`config.mk`:
```
export PLATFORM = sky130hd
export DESIGN_NAME = lfsr_modulator
export DESIGN_NICKNAME = d
export VERILOG_FILES = /design/src/rtl/lfsr_modulator.sv
export SDC_FILE = /design/constraint.sdc
export NUM_CORES = 1
export LEC_CHECK = 0
export CORE_MARGIN = 1
export CORE_UTILIZATION = 57
export DETAILED_ROUTE_END_ITERATION = 16
export DONT_BUFFER_PORTS = 1
export PLACE_DENSITY = 0.75
export RECOVER_POWER = 50
export SETUP_SLACK_MARGIN = 0.1
export SLEW_MARGIN = 20
export SYNTH_ARGS = -nofsm -noshare
export SYNTH_HDL_FRONTEND = slang
export SYNTH_SLANG_ARGS = --single-unit
```
`constraint.sdc`:
```
create_clock -name fast_clk -period 1.8 [get_ports fast_clk]
set_clock_uncertainty 0.1 [all_clocks]
set_input_delay 0.09 -clock fast_clk [delete_from_list [all_inputs] [get_ports fast_clk]]
set_output_delay 0.09 -clock fast_clk [all_outputs]
set_load 0.02 [all_outputs]
```
`src/rtl/lfsr_modulator.sv`:
```
// lfsr_modulator: fast-domain source stage of the modulated sample stream.
// A free-running divider raises a one-cycle strobe every DIV clocks. Each strobe
// steps a 5-bit Fibonacci LFSR (x^5+x^3+1). The LFSR's bit 0 keys one of four
// modulation schemes over two DDS waveforms. The result is registered into mod_out,
// which feeds a clock-domain crossing and must therefore come straight from a flop.
//
// Ports:
//   fast_clk   in   1  sole clock, rising edge
//   reset      in   1  synchronous, active-high
//   sig_a      in   N  DDS waveform A (two's complement): carrier / FSK low tone
//   sig_b      in   N  DDS waveform B (two's complement): FSK high tone
//   mod_sel    in   2  00=ASK, 01=FSK, 10=BPSK, 11=raw LFSR
//   mod_out    out  N  registered modulated sample
//   lfsr_state out  5  current LFSR register
//   lfsr_bit   out  1  lfsr_state[0], the modulating bit
//   lfsr_tick  out  1  strobe, high in the cycle the LFSR steps
module lfsr_modulator #(
  parameter int unsigned N         = 12,
  parameter int unsigned DIV       = 50000000,
  parameter logic [4:0]  LFSR_SEED = 5'b00001
) (
  input  logic         fast_clk,
  input  logic         reset,
  input  logic [N-1:0] sig_a,
  input  logic [N-1:0] sig_b,
  input  logic [1:0]   mod_sel,
  output logic [N-1:0] mod_out,
  output logic [4:0]   lfsr_state,
  output logic         lfsr_bit,
  output logic         lfsr_tick
);

  localparam int unsigned CW     = (DIV > 1) ? $clog2(DIV) : 1;
  localparam logic [CW-1:0] CntMax = CW'(DIV - 1);
  localparam logic [CW-1:0] CntOne = CW'(1);
  localparam logic [N-1:0]  PosMax = {1'b0, {(N-1){1'b1}}};
  localparam logic [N-1:0]  NegMin = {1'b1, {(N-1){1'b0}}};
  localparam logic [N-1:0]  OneN   = {{(N-1){1'b0}}, 1'b1};

  logic [CW-1:0] r_cnt;
  logic          r_tick;
  logic [4:0]    r_lfsr;
  logic [N-1:0]  r_mod;

  logic          w_fb;
  logic          w_bit;
  logic [N-1:0]  w_neg_a;
  logic [N-1:0]  w_mod;

  assign w_bit = r_lfsr[0];
  assign w_fb  = r_lfsr[0] ^ r_lfsr[2];

  // Modulation is computed from the current bit, so a new LFSR bit shows up in
  // mod_out one cycle after lfsr_state changes.
  always_comb begin
    // Saturating negate: the most negative code has no positive twin.
    w_neg_a = (sig_a == NegMin) ? PosMax : (~sig_a + OneN);
    w_mod   = '0;
    case (mod_sel)
      2'b00:   w_mod = w_bit ? sig_a : '0;
      2'b01:   w_mod = w_bit ? sig_b : sig_a;
      2'b10:   w_mod = w_bit ? sig_a : w_neg_a;
      default: w_mod = w_bit ? PosMax : NegMin;
    endcase
  end

  always_ff @(posedge fast_clk) begin
    if (reset) begin
      r_cnt  <= '0;
      r_tick <= 1'b0;
      r_lfsr <= LFSR_SEED;
      r_mod  <= '0;
    end else begin
      if (r_cnt == CntMax) begin
        r_cnt  <= '0;
        r_tick <= 1'b1;
      end else begin
        r_cnt  <= r_cnt + CntOne;
        r_tick <= 1'b0;
      end

      // All-zero is a lock-up state for this LFSR; recover to the seed.
      if (r_lfsr == 5'b00000) begin
        r_lfsr <= LFSR_SEED;
      end else if (r_tick) begin
        r_lfsr <= {w_fb, r_lfsr[4:1]};
      end

      r_mod <= w_mod;
    end
  end

  assign mod_out    = r_mod;
  assign lfsr_state = r_lfsr;
  assign lfsr_bit   = w_bit;
  assign lfsr_tick  = r_tick;

endmodule
```
==> flow_summary.yaml <==
run_status:
  status: "finished, violations left"
  violations: "negative hold slack, negative setup slack"
setup_path:
  critPathMaxFanout: 6
  critical_path.startpoint_type: "flop"
  cp_cell_sequence: "ha_4 > nand4_1 > or4_4 > buf_4 > or3_1 > a21oi_1"
  cp-end-kind: "flop"
  max_stage_delay_ns: 0.61
  worstRegToRegCells: 6
  crit_arrival_ns: 2.14
  cp_slowest_cell: "or4_4"
  worstPathRequired_ns: 1.92
  crit_type: "flop to flop"
placement:
  place_hpwl_um: 4380
  gp_congestion: 0.939
  placedCellCount: 376
  port_buffers: 0
  dpl-instance-area_sq_mm: 0.00280
synth:
  synthCells: 302
  synth_area_leaders: "dfxtp_1, nor2_1, a21oi_1"
  ys_warn_count: 0
  synth_top_area_share_pct: 36.1
  avgSynthCellArea_sq_um: 8.09
  yosysTopAreaCell: "dfxtp_1"
  synth_edf_count: 0
  synthesis.nets: 332
  synth_cell_types: 52
  synth-main-ff-cell: "dfxtp_1"
  yosysSeqAreaShare_pct: 36.1
  ys_seq_elements: 44
  synth_area_sq_mm: 0.00244
  async_flop_share_pct: 0
timing:
  hold_slack_ns: -0.0195
  period_minus_slack_ns: 2.02
  finalSetupViolations: 31
  relSlewSlack_pct: 46.8
  finalWorstSetupSlack_ns: -0.220
  fin_crit_sh_pct: 112
  hold_viol_final: 1
  tightest_slew_ns: 0.798
  slew_violations: 0
  clock.fmax_mhz: 495
  rsz0062_at_grt: "yes"
die:
  fp-row-count: 23
  die_w_um: 67.5
  die_area_sq_mm: 0.00455
  start_util_pct: 60.2
  die_h_um: 67.5
  core_sq_mm: 0.00406
  ios: 47
clock_tree:
  cts_buffers: 5
  clockRootBuffer: "clkbuf_8"
  path_clk_slew_ns: 0.08
  cts.sinks: 44
  htreeDepth: 2
  cts_buffer_depth: 2
  cts_tree: "yes"
  clk_latency_ns: 0.30
finish:
  area_growth_pct: 38.9
  fin_area_sq_mm: 0.00339
  stdcell_count: 414
  drive_above_1_share_pct: 32.1
  diodes: 0
  layout_common_cells: "buf_4, dfxtp_1, nor2_1"
  fillerInstances: 212
  layout_commonest_cell: "buf_4"
  fin_nets: 393
route:
  drc: 0
  wl_per_cell_um: 20.2
  route.vias.total: 2873
  first_pass_iters: 5
  viasPerCell: 6.94
  finalWirelength_um: 8360
  drtAntennaViolNets: 0
  drtIter0Drc: 619
grt:
  grt_pass1_vias: 2410
  grt_max_degree: 32
  grt_antenna_before_repair: 0
  gr-usage-met1_pct: 42.4
  grtUsageTotal_pct: 34.8
  grt-ovfl-total: 0
  grt_busiest_layer: "met2"
  use_met3_pct: 8.78
  grt_use_met2_pct: 58.3
  grt_pass1_wl_um: 11700
hold_path:
  hp-class: "input port to flop"
  hold_depth: 2
pwr:
  vdd_drop_max_mv: 0.606
  leakage_nw: 1.25
  cellPowerDensity_mw_per_mm2: 571
run:
  maxCapViolCount: 0
-- final timing paths --
path,start,to,slack (ns)
min reg2reg,r_cnt[20],r_cnt[20],0.42
min,sig_a[6],mod_out[6],-0.02
max,r_cnt[0],r_cnt[18],-0.22
max reg2reg,r_cnt[0],r_cnt[18],-0.22
-- kinds of logic after synthesis --
| kind of cell | share of synthesized area [%] |
|---|---|
| buffers and inverters | 4.71 |
| adders and majority gates | 1.02 |
| DFF | 36.1 |
| muxes | 3.48 |
| and+or+nand+nor | 27.4 |
| AOI/OAI and AO/OA | 21.6 |
| xor gates and xnor gates | 5.74 |
-- report_power, final --
group	total (W)	switching, W	leakage [nW]	internal [W]
sequential	0.00104	0.0000391	0.363	0.000999
clock	0.000667	0.000353	0.0488	0.000314
combinational	0.000233	0.000118	0.839	0.000115
total	0.00194	0.000511	1.25	0.00143
-- layout make-up --
cell class	instances	area (sq um)	share of cell area [%]
Inverter	13	48.8	1.44
Tap cell	50	62.6	1.84
Multi-Input combinational cell	230	1700	50.0
Clock inverter	1	6.26	0.184
Timing Repair Buffer	69	598	17.6
Clock buffer	7	86.3	2.54
Sequential cell	44	896	26.4
-- routing by layer --
layer,up-vias,share of wire [%]
li1,1256,-
met1,1329,38
met2,229,47
met3,59,9.9
met4,0,4.4
met5,-,0
-- cell usage after synthesis (2+ instances only) --
library cell	n
buf_2	2
a221oi_1	5
nor4_1	6
dfxtp_1	44
o31ai_1	8
o22ai_1	3
a211o_1	3
nand2b_1	2
nor2_1	36
nand3_1	8
nand2_1	15
xor2_1	3
a211oi_1	6
mux2i_1	4
clkbuf_1	11
o21ai_0	15
nor2b_1	3
a31oi_1	2
xnor2_1	13
and4_1	3
buf_1	2
mux2_2	4
inv_1	13
nor3_1	11
nand4_1	8
or4_1	10
ha_1	2
or3_1	8
and3_1	5
a21oi_1	25
-- stage by stage --
step	hold WS (ns)	util [%]	worst slack, ns	setup TNS, ns	power (W)
floorplan	0.0628	-	-0.117	-0.598	0.00118
global placement	0.0661	69.0	-0.160	-1.19	0.00120
detailed placement	0.0648	69.0	-0.198	-1.67	0.00120
CTS	0.000946	78.2	-0.150	-2.42	0.00189
global route	-0.0123	83.6	-0.288	-4.12	0.00200
finish	-0.0195	83.6	-0.220	-2.50	0.00194
-- timing repair --
item | in CTS | in global routing
pin swaps | 13 | 19
hold buffers | 13 | 0
setup buffers | 7 | 8
setup endpoints to repair | 34 | 39
gates cloned | 0 | 2
gates resized for setup | 20 | 42
hold endpoints to repair | 16 | 0
-- sequential cells by signal, summed over array words and instances (netlist names) --
register    cells
lfsr_state      5
lfsr_tick       1
mod_out        12
r_cnt          26
-- critical path: cells and delay by family (launching register included) --
family                     cells  cell delay, ns
DFF                            1            0.36
AOI/OAI and AO/OA              1            0.14
and+or+nand+nor                3            1.02
buffers and inverters          1            0.18
adders and majority gates      1            0.14
Note: power is estimated with default switching activity, not from simulation.
